[src/rtl/vga_bounce_box.sv]
// Pixel stage for the 640x480@60 VGA path: draws a bouncing square on a dark-blue field.
// The box moves once per frame, reflects off the active-area edges and recolours on each bounce.
module vga_bounce_box #(
    parameter int unsigned H_ACTIVE_START = 144,
    parameter int unsigned H_ACTIVE_END   = 783,
    parameter int unsigned V_ACTIVE_START = 35,
    parameter int unsigned V_ACTIVE_END   = 514,
    parameter int unsigned BOX_SIZE       = 32,
    parameter int unsigned STEP           = 2
) (
    input  logic        clk_25MHz,
    input  logic        reset,
    input  logic [15:0] H_count_value,
    input  logic [15:0] V_count_value,
    input  logic        enable,
    output logic [3:0]  Red,
    output logic [3:0]  Green,
    output logic [3:0]  Blue,
    output logic        frame_tick
);

    localparam int unsigned CW        = 11;
    localparam int unsigned XW        = 10;
    localparam int unsigned YW        = 9;
    localparam int unsigned H_VISIBLE = H_ACTIVE_END - H_ACTIVE_START + 1;
    localparam int unsigned V_VISIBLE = V_ACTIVE_END - V_ACTIVE_START + 1;
    localparam int unsigned X_LIMIT   = H_VISIBLE - BOX_SIZE;
    localparam int unsigned Y_LIMIT   = V_VISIBLE - BOX_SIZE;
    localparam int unsigned X_RESET   = 304;
    localparam int unsigned Y_RESET   = 224;

    typedef enum logic [1:0] {
        SYNC = 2'd0,
        RUN  = 2'd1,
        HOLD = 2'd2
    } state_t;

    state_t          state;
    state_t          state_nxt;
    logic            update_c;

    logic [XW-1:0]   box_x;
    logic [YW-1:0]   box_y;
    logic            dir_x;
    logic            dir_y;
    logic [2:0]      col_idx;

    logic [XW-1:0]   box_x_nxt;
    logic [YW-1:0]   box_y_nxt;
    logic            dir_x_nxt;
    logic            dir_y_nxt;
    logic [2:0]      col_idx_nxt;
    logic            hit_x_c;
    logic            hit_y_c;

    logic            frame_event_c;
    logic            active_c;
    logic [CW-1:0]   x_c;
    logic [CW-1:0]   y_c;
    logic            in_box_c;
    logic [11:0]     box_rgb_c;
    logic [11:0]     pix_c;

    assign frame_event_c = (H_count_value == 16'(0)) &&
                           (V_count_value == 16'(V_ACTIVE_END + 1));

    // Anything outside the visible window, including out-of-range counts, is blanking
    assign active_c = (H_count_value >= 16'(H_ACTIVE_START)) &&
                      (H_count_value <= 16'(H_ACTIVE_END))   &&
                      (V_count_value >= 16'(V_ACTIVE_START)) &&
                      (V_count_value <= 16'(V_ACTIVE_END));

    assign x_c = CW'(H_count_value - 16'(H_ACTIVE_START));
    assign y_c = CW'(V_count_value - 16'(V_ACTIVE_START));

    assign in_box_c = active_c &&
                      (x_c >= CW'(box_x)) && (x_c < CW'(box_x) + CW'(BOX_SIZE)) &&
                      (y_c >= CW'(box_y)) && (y_c < CW'(box_y) + CW'(BOX_SIZE));

    assign box_rgb_c = (col_idx == 3'd0) ? 12'hFFF
                     : {{4{col_idx[0]}}, {4{col_idx[1]}}, {4{col_idx[2]}}};

    always_comb begin
        pix_c = 12'h000;
        if (state != SYNC && active_c) begin
            pix_c = in_box_c ? box_rgb_c : 12'h002;
        end
    end

    always_ff @(posedge clk_25MHz) begin
        if (reset) begin
            state <= SYNC;
        end else begin
            state <= state_nxt;
        end
    end

    // Mode changes and position updates happen only at frame events
    always_comb begin
        state_nxt = state;
        update_c  = 1'b0;
        case (state)
            SYNC: begin
                if (frame_event_c) begin
                    state_nxt = enable ? RUN : HOLD;
                end
            end
            RUN: begin
                if (frame_event_c) begin
                    if (enable) begin
                        update_c = 1'b1;
                    end else begin
                        state_nxt = HOLD;
                    end
                end
            end
            HOLD: begin
                if (frame_event_c && enable) begin
                    state_nxt = RUN;
                end
            end
            default: state_nxt = SYNC;
        endcase
    end

    always_comb begin
        box_x_nxt   = box_x;
        box_y_nxt   = box_y;
        dir_x_nxt   = dir_x;
        dir_y_nxt   = dir_y;
        col_idx_nxt = col_idx;
        hit_x_c     = 1'b0;
        hit_y_c     = 1'b0;
        if (update_c) begin
            if (dir_x) begin
                if (CW'(box_x) + CW'(STEP) > CW'(X_LIMIT)) begin
                    box_x_nxt = XW'(X_LIMIT);
                    dir_x_nxt = 1'b0;
                    hit_x_c   = 1'b1;
                end else begin
                    box_x_nxt = box_x + XW'(STEP);
                end
            end else begin
                if (CW'(box_x) < CW'(STEP)) begin
                    box_x_nxt = '0;
                    dir_x_nxt = 1'b1;
                    hit_x_c   = 1'b1;
                end else begin
                    box_x_nxt = box_x - XW'(STEP);
                end
            end

            if (dir_y) begin
                if (CW'(box_y) + CW'(STEP) > CW'(Y_LIMIT)) begin
                    box_y_nxt = YW'(Y_LIMIT);
                    dir_y_nxt = 1'b0;
                    hit_y_c   = 1'b1;
                end else begin
                    box_y_nxt = box_y + YW'(STEP);
                end
            end else begin
                if (CW'(box_y) < CW'(STEP)) begin
                    box_y_nxt = '0;
                    dir_y_nxt = 1'b1;
                    hit_y_c   = 1'b1;
                end else begin
                    box_y_nxt = box_y - YW'(STEP);
                end
            end

            // A corner hit still advances the colour by one
            if (hit_x_c || hit_y_c) begin
                col_idx_nxt = col_idx + 3'd1;
            end
        end
    end

    always_ff @(posedge clk_25MHz) begin
        if (reset) begin
            box_x      <= XW'(X_RESET);
            box_y      <= YW'(Y_RESET);
            dir_x      <= 1'b1;
            dir_y      <= 1'b1;
            col_idx    <= 3'd0;
            Red        <= 4'h0;
            Green      <= 4'h0;
            Blue       <= 4'h0;
            frame_tick <= 1'b0;
        end else begin
            box_x      <= box_x_nxt;
            box_y      <= box_y_nxt;
            dir_x      <= dir_x_nxt;
            dir_y      <= dir_y_nxt;
            col_idx    <= col_idx_nxt;
            Red        <= pix_c[11:8];
            Green      <= pix_c[7:4];
            Blue       <= pix_c[3:0];
            frame_tick <= frame_event_c;
        end
    end

endmodule
[config.mk]
export PLATFORM = sky130hd
export DESIGN_NAME = vga_bounce_box
export DESIGN_NICKNAME = d
export VERILOG_FILES = /design/src/rtl/vga_bounce_box.sv
export SDC_FILE = /design/constraint.sdc
export NUM_CORES = 1
export LEC_CHECK = 0
export ABC_AREA = 0
export CAP_MARGIN = 40
export CORE_ASPECT_RATIO = 0.9
export CORE_MARGIN = 5
export CORE_UTILIZATION = 44
export CTS_CLUSTER_SIZE = 25
export DETAILED_ROUTE_END_ITERATION = 8
export GPL_TIMING_DRIVEN = 1
export MAX_ROUTING_LAYER = met4
export PLACE_DENSITY = 0.77
export SYNTH_ARGS = -nofsm -noshare
export SYNTH_HDL_FRONTEND = slang
export SYNTH_SLANG_ARGS = --single-unit
[constraint.sdc]
create_clock -name clk_25MHz -period 6.75 [get_ports clk_25MHz]
set_clock_uncertainty 0.05 [all_clocks]
set_input_delay 0.675 -clock clk_25MHz [delete_from_list [all_inputs] [get_ports clk_25MHz]]
set_output_delay 0.675 -clock clk_25MHz [all_outputs]
set_load 0.005 [all_outputs]
==> results.sh <==
export IMPL_hold_viol_final=0
export IMPL_wl_per_cell_um=16.85
export IMPL_dr_pass1_iters=4
export IMPL_p_seq_share_pct=39.3
export IMPL_num_rows=30
export IMPL_clk_latency_ps=280
export IMPL_pre_cts_ws_ps=2708
export IMPL_p_per_area_nw_per_um2=109.6
export IMPL_seq_area_frac_synth_pct=16.74
export IMPL_antennaDiodeCount=0
export IMPL_synthArstFlopShare_pct=0
export IMPL_rsz0062_at_grt="no"
export IMPL_initial_core_util_pct=45.50
export IMPL_tightestPinTransition_ps=806.5
export IMPL_netlist_area_um2=3467
export IMPL_sw_frac_of_total_pct=29.49
export IMPL_end_kind="register"
export IMPL_antenna_found_initial=0
export IMPL_yosys_area_top_type="dfxtp_1"
export IMPL_drt_wl_total_um=9788
export IMPL_vias=3564
export IMPL_finalSetupTns_ps=0
export IMPL_status="complete, no violations"
export IMPL_ys_types=68
export IMPL_cp_max_fo=5
export IMPL_synth_top_area_share_pct=16.74
export IMPL_power_uw=440.7
export IMPL_drt_iter0_markers=376
export IMPL_area_delta_synth_final_pct=15.95
export IMPL_intPower_uw=310.7
export IMPL_drive_gt1_share_pct=6.186
export IMPL_die_x_um=103.6
export IMPL_cts_tree="yes"
export IMPL_ys_flop_type="dfxtp_1"
export IMPL_slew_violations=0
export IMPL_slew_headroom_pct=46.24
export IMPL_dp_cells=573
export IMPL_antenna_left=0
export IMPL_synth_seq_cells=29
export IMPL_syn_inst=455
export IMPL_io_pins=48
export IMPL_grt_ovfl_total=0
export IMPL_dpl_hpwl_um=7527
export IMPL_dieHeight_um=94.21
export IMPL_grt_pass1_wl_um=16120
export IMPL_drc_errors=0
export IMPL_post_cts_resize_count=0
export IMPL_final_period_utilization_pct=59.77
export IMPL_synth_warnings=0
export IMPL_post_cts_setup_buffers=0
export IMPL_pwr_share_comb_pct=22.5
export IMPL_utilization_pct=52.76
export IMPL_grt_max_degree=26
export IMPL_core_um2=7620
export IMPL_startpoint_type="input pin"
export IMPL_gp_congestion=0.9449
export IMPL_finalNonFillerCells=581
export IMPL_clock_sinks=29
export IMPL_h_tree_depth=2
export IMPL_holdCritPathClass="register to register"
export IMPL_max_freq_mhz=247.8
export IMPL_ys_top_cells_by_area="dfxtp_1, ha_1, a21oi_1, xnor2_1, nand2_1"
export IMPL_worstPathRequired_ps=6880
export IMPL_clk_path_buf_depth=2
export IMPL_period_minus_slack_ps=4035
export IMPL_avgSynthCellArea_um2=7.620
export IMPL_finalSetupViolCount=0
export IMPL_cts_hold_buf=0
export IMPL_viasPerCell=6.134
export IMPL_maxCapViolations=0
export IMPL_synth_nets=534
export IMPL_p_switching_uw=130.0
export IMPL_critPathArrivalTime_ps=4160
export IMPL_ir_worst_vdd_uv=65.93
export IMPL_synth_edff_count=0
export IMPL_p_leak_nw=1.506
export IMPL_clk_pin_slew_ps=80
export IMPL_nets=563
export IMPL_setup_worst_path_class="input pin to register"
export IMPL_track_usage_pct=20.20
export IMPL_numCtsBuffers=5
export IMPL_clkPwrFrac_pct=38.2
export IMPL_fin_ws_ps=2715
export IMPL_die_area_um2=9757
export IMPL_cts_root_buf="clkbuf_8"
export IMPL_grt_pass1_vias=3457
export IMPL_portBuffers=47
critical path, cell delays in order:
cell and delay, ps:
clkdlybuf4s50_1 480, ha_1 270, o41ai_1 620, xor2_1 330, ha_1 310, a2111oi_0 600
nand3_1 170, o2111ai_1 170, o211ai_1 180, nor4_1 340
placed cells by master, fill, tap and decap left out, drive strengths merged, types with 16 or more instances in the layout:
cell type       n
nand3          17
inv            33
nor2           30
nand2          34
dfxtp          29
nor3           18
clkdlybuf4s50  47
a21oi          35
o21ai          16
ha             44
per-stage QoR:
stage / cell area (µm²) / hold slack (ps)
finish: 4020 / 466.4
global route: 4020 / 508.1
CTS: 4020 / 463.9
detailed placement: 3919 / 453.7
global placement: 3919 / 431.2
floorplan: 3467 / 417.9
sequential cells by signal, summed over array words and instances (netlist names):
name,cells
Blue,2
Green,1
Red,1
box_x,9
box_y,8
col_idx,3
dir_x,1
dir_y,1
frame_tick,1
state,2
cells by family after synthesis:
| group | Yosys count | synth area share, % |
|---|---|---|
| xor+xnor | 25 | 6.315 |
| fa+ha+maj | 44 | 15.88 |
| simple gates | 170 | 27.32 |
| mux | 6 | 1.840 |
| buf+inv | 61 | 8.228 |
| flops | 29 | 16.74 |
| compound gates | 120 | 23.67 |
Yosys cell counts (9+ instances only):
cell type	n
nand2_1	34
nor3_1	16
dfxtp_1	29
nand4_1	9
o21ai_0	16
buf_4	10
nand3_1	17
a31oi_1	14
ha_1	44
xor2_1	10
xnor2_1	15
a21oi_1	33
inv_1	32
nor2_1	30
buf_2	9
nand2b_1	9
per-layer routing:
metal / wire length (µm) / vias up / share of wire [%] / GRT usage, %
li1: - / 1745 / - / -
met4: 224 / 0 / 2.3 / 7.541
met1: 4594 / 1645 / 47 / 26.22
met3: 562 / 19 / 5.7 / 2.131
met2: 4407 / 155 / 45 / 32.54
met5: 0 / - / 0 / -
path summary, 6_finish.rpt:
| path | to | slack (ps) | from | cells after the start |
|---|---|---|---|---|
| max | Green[2] | 2720 | V_count_value[1] | 10 |
| min | col_idx[1] | 470 | col_idx[1] | 2 |
| min reg2reg | col_idx[1] | 470 | col_idx[1] | 2 |
| max reg2reg | Green[2] | 3810 | box_y[6] | 9 |
power groups by stage:
stage / combinational, mW / clock, mW / sequential [mW]
after floorplan: 0.0547 / 0 / 0.176
after global placement: 0.0916 / 0 / 0.177
after detailed placement: 0.0962 / 0 / 0.177
after CTS: 0.0979 / 0.168 / 0.173
after global routing: 0.109 / 0.178 / 0.173
final: 0.0991 / 0.168 / 0.173
area by class of cell:
type	instances	area (µm²)
multi-input cells	365	2601
well taps	96	120.1
fillers	718	3600
repair buffers	50	493.0
clock buffers	7	96.34
inverters	33	123.9
flip-flops and latches	29	580.6
clock inverters	1	5.005
(Power assumes the default switching activity.)
